## src/rtl/spi_word_tx.sv

```systemverilog
// SPI mode-0 word transmitter: one WIDTH-bit word per cs_n frame, MSB first.
// SCLK half-period is DIV clk cycles; every pin is driven straight from a flop.
module spi_word_tx #(
    parameter int unsigned DIV   = 4,
    parameter int unsigned WIDTH = 16
) (
    input  logic             clk,
    input  logic             rst_n,
    input  logic [WIDTH-1:0] tx_data,
    input  logic             tx_valid,
    output logic             tx_ready,
    output logic             sclk,
    output logic             mosi,
    output logic             cs_n,
    output logic             done
);

    localparam int unsigned CNT_W  = (DIV > 1) ? $clog2(DIV) : 1;
    localparam int unsigned HALF_W = $clog2(2 * WIDTH);

    typedef enum logic [1:0] {
        IDLE  = 2'd0,
        SETUP = 2'd1,
        SHIFT = 2'd2,
        HOLD  = 2'd3
    } state_t;

    state_t              state_q, state_d;
    logic [CNT_W-1:0]    cnt_q, cnt_d;
    logic [HALF_W-1:0]   half_q, half_d;
    logic [WIDTH-1:0]    sreg_q, sreg_d;
    logic                sclk_d, mosi_d, cs_n_d, done_d, tx_ready_d;

    logic                accept_c;
    logic                half_end_c;
    logic                last_half_c;
    logic                last_fall_c;
    logic [CNT_W-1:0]    cnt_inc_c;
    logic [WIDTH-1:0]    shifted_c;

    assign accept_c    = tx_valid & tx_ready;
    assign half_end_c  = (cnt_q == CNT_W'(DIV - 1));
    assign last_half_c = (half_q == HALF_W'(2 * WIDTH - 1));
    assign last_fall_c = (half_q == HALF_W'(2 * WIDTH - 2));
    assign cnt_inc_c   = half_end_c ? '0 : cnt_q + CNT_W'(1);
    assign shifted_c   = sreg_q << 1;

    // State register
    always_ff @(posedge clk or negedge rst_n) begin
        if (!rst_n) begin
            state_q <= IDLE;
        end else begin
            state_q <= state_d;
        end
    end

    // Next-state logic
    always_comb begin
        state_d = state_q;
        unique case (state_q)
            IDLE:  if (accept_c)                   state_d = SETUP;
            SETUP: if (half_end_c)                 state_d = SHIFT;
            SHIFT: if (half_end_c && last_half_c)  state_d = HOLD;
            HOLD:  if (half_end_c)                 state_d = IDLE;
            default:                               state_d = IDLE;
        endcase
    end

    // Next values of the output and datapath flops
    always_comb begin
        cnt_d      = cnt_q;
        half_d     = half_q;
        sreg_d     = sreg_q;
        sclk_d     = sclk;
        mosi_d     = mosi;
        cs_n_d     = cs_n;
        done_d     = 1'b0;
        tx_ready_d = (state_d == IDLE);
        unique case (state_q)
            IDLE: begin
                cnt_d  = '0;
                half_d = '0;
                sclk_d = 1'b0;
                if (accept_c) begin
                    sreg_d = tx_data;
                    mosi_d = tx_data[WIDTH-1];
                    cs_n_d = 1'b0;
                end else begin
                    mosi_d = 1'b0;
                    cs_n_d = 1'b1;
                end
            end
            SETUP: begin
                cnt_d = cnt_inc_c;
                if (half_end_c) begin
                    sclk_d = 1'b1;
                    half_d = '0;
                end
            end
            SHIFT: begin
                cnt_d = cnt_inc_c;
                if (half_end_c && !last_half_c) begin
                    half_d = half_q + HALF_W'(1);
                    sclk_d = ~sclk;
                    // Falling edge presents the next bit; the final one keeps bit 0
                    if (sclk && !last_fall_c) begin
                        sreg_d = shifted_c;
                        mosi_d = shifted_c[WIDTH-1];
                    end
                end
            end
            HOLD: begin
                cnt_d = cnt_inc_c;
                if (half_end_c) begin
                    cs_n_d = 1'b1;
                    mosi_d = 1'b0;
                    done_d = 1'b1;
                    half_d = '0;
                    sreg_d = '0;
                end
            end
            default: begin
                cs_n_d = 1'b1;
                mosi_d = 1'b0;
                sclk_d = 1'b0;
            end
        endcase
    end

    // Output and datapath registers
    always_ff @(posedge clk or negedge rst_n) begin
        if (!rst_n) begin
            cnt_q    <= '0;
            half_q   <= '0;
            sreg_q   <= '0;
            sclk     <= 1'b0;
            mosi     <= 1'b0;
            cs_n     <= 1'b1;
            done     <= 1'b0;
            tx_ready <= 1'b0;
        end else begin
            cnt_q    <= cnt_d;
            half_q   <= half_d;
            sreg_q   <= sreg_d;
            sclk     <= sclk_d;
            mosi     <= mosi_d;
            cs_n     <= cs_n_d;
            done     <= done_d;
            tx_ready <= tx_ready_d;
        end
    end

endmodule

```

## config.mk

```make
export PLATFORM = sky130hd
export DESIGN_NAME = spi_word_tx
export DESIGN_NICKNAME = d
export VERILOG_FILES = /design/src/rtl/spi_word_tx.sv
export SDC_FILE = /design/constraint.sdc
export NUM_CORES = 1
export LEC_CHECK = 0
export CAP_MARGIN = 0
export CORE_MARGIN = 2
export CORE_UTILIZATION = 50
export CTS_BUF_LIST = sky130_fd_sc_hd__clkbuf_16
export DETAILED_ROUTE_END_ITERATION = 12
export GPL_TIMING_DRIVEN = 0
export PLACE_DENSITY_LB_ADDON = 0.15
export SLEW_MARGIN = 30
export SYNTH_ARGS = -nofsm -noshare
export SYNTH_HDL_FRONTEND = slang
export SYNTH_SLANG_ARGS = --single-unit
```

## constraint.sdc

```tcl
create_clock -name clk -period 4.3 [get_ports clk]
set_input_delay 0.43 -clock clk [delete_from_list [all_inputs] [get_ports clk]]
set_output_delay 0.43 -clock clk [all_outputs]
set_load 0.02 [all_outputs]
```

==> results of run 1 <==
-- flip-flops by register name (all words and copies together), names as in the netlist --
| name | count |
|---|---|
| sreg_q | 15 |
| half_q | 5 |
| cnt_q | 2 |
| state_q | 2 |
| cs_n | 1 |
| done | 1 |
| mosi | 1 |
| sclk | 1 |
| tx_ready | 1 |
-- kinds of logic after synthesis --
logic type	share of synthesized area
AO/OA/AOI/OAI	0.169
multiplexers	0.133
AND/OR/NAND/NOR	0.120
adder cells (fa/ha/maj)	0.0781
buffers and inverters	0.0468
flip-flops	0.454
-- metrics by stage --
stage | util | total power [uW]
after global placement | 0.618 | 300
after detailed placement | 0.617 | 300
after global routing | 0.662 | 638
final | 0.662 | 616
after CTS | 0.662 | 621
after floorplan | - | 278
-- where the power goes --
group | switching, uW | total, uW | internal (uW)
logic | 7.65 | 21.5 | 13.9
registers | 0 | 273 | 273
clock network | 113 | 321 | 208
total | 121 | 616 | 496
-- final timing paths --
kind,from,to,slack [ps],depth (start not counted)
max,half_q[1]$_DFFE_PN0P_,sreg_q[7]$_DFFE_PN0P_,2110,8
min,rst_n,half_q[0]$_DFFE_PN0P_,180,1
max reg2reg,half_q[1]$_DFFE_PN0P_,sreg_q[7]$_DFFE_PN0P_,2110,8
min reg2reg,cnt_q[0]$_DFF_PN0_,cnt_q[0]$_DFF_PN0_,440,1
max in group asynchronous,rst_n,sreg_q[3]$_DFFE_PN0P_,3700,1
min in group clk,cnt_q[0]$_DFF_PN0_,cnt_q[0]$_DFF_PN0_,440,1
-- per-layer routing --
layer  vias up  wire length, um  part of all wire  GRT usage
met5         -                0                 0          0
met4         0               31             0.010      0.102
met3         2              117             0.038     0.0448
met2        24             1400              0.46      0.312
met1       560             1510              0.49      0.269
li1        563                -                 -          -
-- worst max-delay path, stage by stage, from the launching register on --
cell      delay [ps]
dfrtp_1          410
ha_1             210
and3_1           190
ha_1             200
nand2b_2         250
o22ai_4          180
nand3_4          140
buf_6            190
mux2_4           300
-- layout by cell type (no fill, tap or decap), types with 2 or more instances in the layout --
master and n:
or4_1 2, nor3_1 2, mux2_4 9, o211ai_1 2, a22o_1 14, mux2_2 6
inv_1 11, o21ai_0 6, clkdlybuf4s50_1 22, a21oi_1 4, nand2_1 8, nand3_1 5
dfrtp_1 28, clkinv_1 2, clkbuf_16 5, nor2_1 2, buf_2 4, and3_1 2
nor2b_1 2, or2_2 2, ha_1 10, nand3b_1 2, clkbuf_1 2
-- cell type report --
class / count / area (sq um)
fill: 269 / 1030
multi-input combinational: 93 / 801
sequential: 29 / 727
timing repair buffer: 23 / 225
clock buffer: 5 / 125
tap: 44 / 55.1
inverter: 11 / 41.3
buffer: 6 / 33.8
clock inverter: 3 / 12.5
==> impl_metrics.yaml, run 1 <==
sta:
  tns_ps: 0
  hold_violations: 0
  fin_crit_sh: 0.509
  worst_hold_slack_ps: 184
  tightestPinTransition_ps: 641
  max_clock_freq_ghz: 0.457
  layout_min_cycle_time_ps: 2190
  slew_viol_final: 0
  skew_ps: 5.62
  finalWorstSetupSlack_ps: 2110
  rsz0062_at_grt: "no"
  relSlewSlack: 0.573
  setup_violations: 0
routing:
  wl_per_cell_um: 14.3
  antenna_left: 0
  drc: 0
  wirelength_um: 3070
  vias: 1149
  vias_per_cell: 5.37
  first_pass_iters: 4
  drt_iter0_markers: 77
synthesis:
  synthArstFlopShare: 1.00
  yosysUniqueCellTypes: 37
  synth_edf_count: 0
  yosys.area.top_type_share: 0.437
  synth_seq_area_share: 0.454
  synthFlopType: "dfrtp_1"
  syn-num-nets: 168
  ys_ff_latch: 29
  ys_top_cells_by_count: "dfrtp_1 (28), a22o_1 (14), inv_1 (11)"
  syn_area_sq_um: 1600
  ys_top_cells_by_area: "dfrtp_1 (44%), mux2_4 (8.4%), ha_1 (7.8%), a22o_1 (7.7%), mux2_2 (4.2%)"
  synthCells: 139
  synth.largest_area_cell: "dfrtp_1"
  postSynthAreaPerCell_sq_um: 11.5
  yosysMostFrequentCell: "dfrtp_1"
  ys_warn_count: 0
place:
  place_area_sq_um: 1880
  globalplace.congestion: 0.782
  dp_hpwl_um: 2200
  port_buffers: 23
  dp.cells: 206
  post-place-ws_ps: 2110
layout:
  area_growth_pct: 26.1
  drive_gt1_frac: 0.206
  fin_nets: 198
  design_area_sq_um: 2020
  layout.cells.non_filler: 214
  n_antenna_cell: 0
clocking:
  max-clock-path-buffers: 2
  postCtsSetupBuffers: 0
  hold_buffers: 0
  clkLatencyLatePin_ps: 270
  cts_root_buf: "clkbuf_16"
  cts_resized: 0
  h-tree-depth: 2
  cts_tree: "yes"
  clkTransAtPathRegs_ps: 50
  cts_buffers: 5
  cts_sinks: 29
power_and_ir_drop:
  irDropWorstVdd_v: 0.000237
  power.density_nw_per_um2: 305
  power.leakage_uw: 0.000962
floorplan:
  io_pins: 24
  die_y_um: 60.6
  die_w_um: 60.6
  rows: 20
  core_area_sq_um: 3050
  initial_core_util: 0.525
  die-area_sq_um: 3670
global_route:
  globalRouteOverflowTotal: 0
  antenna_found_initial: 0
  grt_max_degree: 30
  grt_pass1_vias: 1188
  grt.total_usage: 0.202
  grt_first_pass_wirelength_um: 5440
worst_setup_path:
  crit_path_end_kind: "flop"
  setup.worst_path.start_class: "flop"
  worstPathRequired_ps: 4450
  crit_fanout: 10
  cp.arrival_ps: 2340
  critical_path_class: "flop to flop"
min_path:
  min_path_type: "input port to asynchronous set/reset pin"
flow_run:
  maxCapViolations: 0
status:
  outcome: "finished, final reports clean"
No activity file was read; power rests on OpenSTA's default activity.
==> run 2: changes to the inputs <==
Clock period 4.3 ns to 2.3 ns, I/O delays scaled along.
==> impl_metrics.yaml, run 2 (synthesis gave the netlist of run 1 again) <==
status:
  outcome: "finished, violations left"
  failed_checks: "negative hold slack"
sta:
  relSlewSlack: 0.578
  skew_ps: 5.64
  finalWorstSetupSlack_ps: 182
  layout_min_cycle_time_ps: 2120
  tns_ps: 0
  rsz0062_at_grt: "no"
  slew_viol_final: 0
  tightestPinTransition_ps: 634
  setup_violations: 0
  max_clock_freq_ghz: 0.472
  fin_crit_sh: 0.921
  hold_violations: 28
  worst_hold_slack_ps: -19.7
worst_setup_path:
  critPathSlowestCell: "dfrtp_1"
  cp.arrival_ps: 2270
  crit_chain: "inv_1 > ha_1 > buf_2 > nor2_2 > o21ai_2 > nand3_4 > buf_6 > mux2_4"
  worstPathRequired_ps: 2450
  setup.worst_path.start_class: "flop"
  crit_path_end_kind: "flop"
  crit_fanout: 10
  critPathMaxStageDelay_ps: 460
  critical_path_class: "flop to flop"
routing:
  antenna_left: 0
  vias: 1138
  drt_iter0_markers: 76
  wl_per_cell_um: 14.3
  first_pass_iters: 4
  drc: 0
  vias_per_cell: 5.32
  wirelength_um: 3050
flow_run:
  maxCapViolations: 0
clocking:
  h-tree-depth: 2
  max-clock-path-buffers: 2
  cts_buffers: 5
  cts_root_buf: "clkbuf_16"
  cts_tree: "yes"
  postCtsSetupBuffers: 0
  clkLatencyLatePin_ps: 270
  clkTransAtPathRegs_ps: 50
  cts_sinks: 29
  hold_buffers: 0
layout:
  final_cell_mix: "dfrtp_1 (28), clkdlybuf4s50_1 (22), a22o_1 (14), inv_1 (11), ha_1 (10)"
  layout_commonest_cell: "dfrtp_1"
  regArea_sq_um: 727
  layout.cells.non_filler: 214
  n_antenna_cell: 0
  fin_nets: 198
  drive_gt1_frac: 0.206
  design_area_sq_um: 2030
  area_growth_pct: 26.4
  regMostFlops: "sreg_q"
  largest_reg_flops: 15
  fillers: 268
  reg_top3: "sreg_q x15, half_q x5"
  multi_input_area_sq_um: 806
  utilization: 0.664
global_route:
  grt_max_degree: 30
  globalRouteOverflowTotal: 0
  grt_pass1_vias: 1188
  grt_first_pass_wirelength_um: 5440
  grt.total_usage: 0.202
  antenna_found_initial: 0
power_and_ir_drop:
  power.density_nw_per_um2: 569
  irDropWorstVdd_v: 0.000443
  power.leakage_uw: 0.000963
place:
  post-place-ws_ps: 108
  dp.cells: 206
  port_buffers: 23
  globalplace.congestion: 0.782
  place_area_sq_um: 1880
  dp_hpwl_um: 2200
floorplan:
  die-area_sq_um: 3670
  io_pins: 24
  rows: 20
  die_w_um: 60.6
  die_y_um: 60.6
  core_area_sq_um: 3050
  initial_core_util: 0.525
min_path:
  min_path_type: "input port to asynchronous set/reset pin"
==> run 2: area by class of cell <==
class,count,area share
Clock buffer,5,0.0618
Multi-Input combinational cell,93,0.398
Sequential cell,29,0.359
Timing Repair Buffer,23,0.111
Tap cell,44,0.0272
Buffer,6,0.0167
Inverter,11,0.0204
Clock inverter,3,0.00618
==> run 2: worst max-delay path, delay by kind of cell (launching register included) <==
family	cells	cell delay (ps)
AND/OR/NAND/NOR	2	440
adder cells (fa/ha/maj)	1	190
buffers and inverters	3	480
flip-flops	1	460
AO/OA/AOI/OAI	1	110
multiplexers	1	310
==> run 2: metal layers <==
layer | track usage | vias up | wire length, um
li1 | - | 563 | -
met5 | 0 | - | 0
met2 | 0.312 | 22 | 1430
met1 | 0.269 | 551 | 1470
met4 | 0.102 | 0 | 31
met3 | 0.0448 | 2 | 122
==> run 2: power by group <==
part / leakage (uW) / total (uW) / internal, uW / switching, uW
sequential: 0.000377 / 511 / 511 / 0
combinational: 0.000517 / 40.1 / 25.9 / 14.2
clock: 0.0000687 / 600 / 390 / 211
total: 0.000963 / 1150 / 927 / 225
==> run 2: what timing repair did <==
action                                  in CTS  in global routing
endpoints found under the setup margin       0                  1
resized for setup                            0                  1
hold endpoints to repair                     0                  0
==> run 2: path summary, 6_finish.rpt <==
| path | end | depth (start not counted) | startpoint | slack [ps] |
|---|---|---|---|---|
| setup / recovery | sreg_q[7]$_DFFE_PN0P_ | 8 | state_q[0]$_DFF_PN0_ | 180 |
| hold / removal | half_q[0]$_DFFE_PN0P_ | 1 | rst_n | -20 |
| setup reg to reg | sreg_q[7]$_DFFE_PN0P_ | 8 | state_q[0]$_DFF_PN0_ | 180 |
| hold reg to reg | cnt_q[0]$_DFF_PN0_ | 1 | cnt_q[0]$_DFF_PN0_ | 440 |
| max in group asynchronous | cnt_q[1]$_DFF_PN0_ | 1 | rst_n | 1900 |
| min in group clk | cnt_q[0]$_DFF_PN0_ | 1 | cnt_q[0]$_DFF_PN0_ | 440 |
==> run 2: stage by stage <==
stage / hold WS (ps) / power (uW)
after floorplan: -65.6 / 520
after global routing: 40.8 / 1190
after detailed placement: 295 / 561
after CTS: 16.0 / 1160
final: -19.7 / 1150
after global placement: 418 / 561
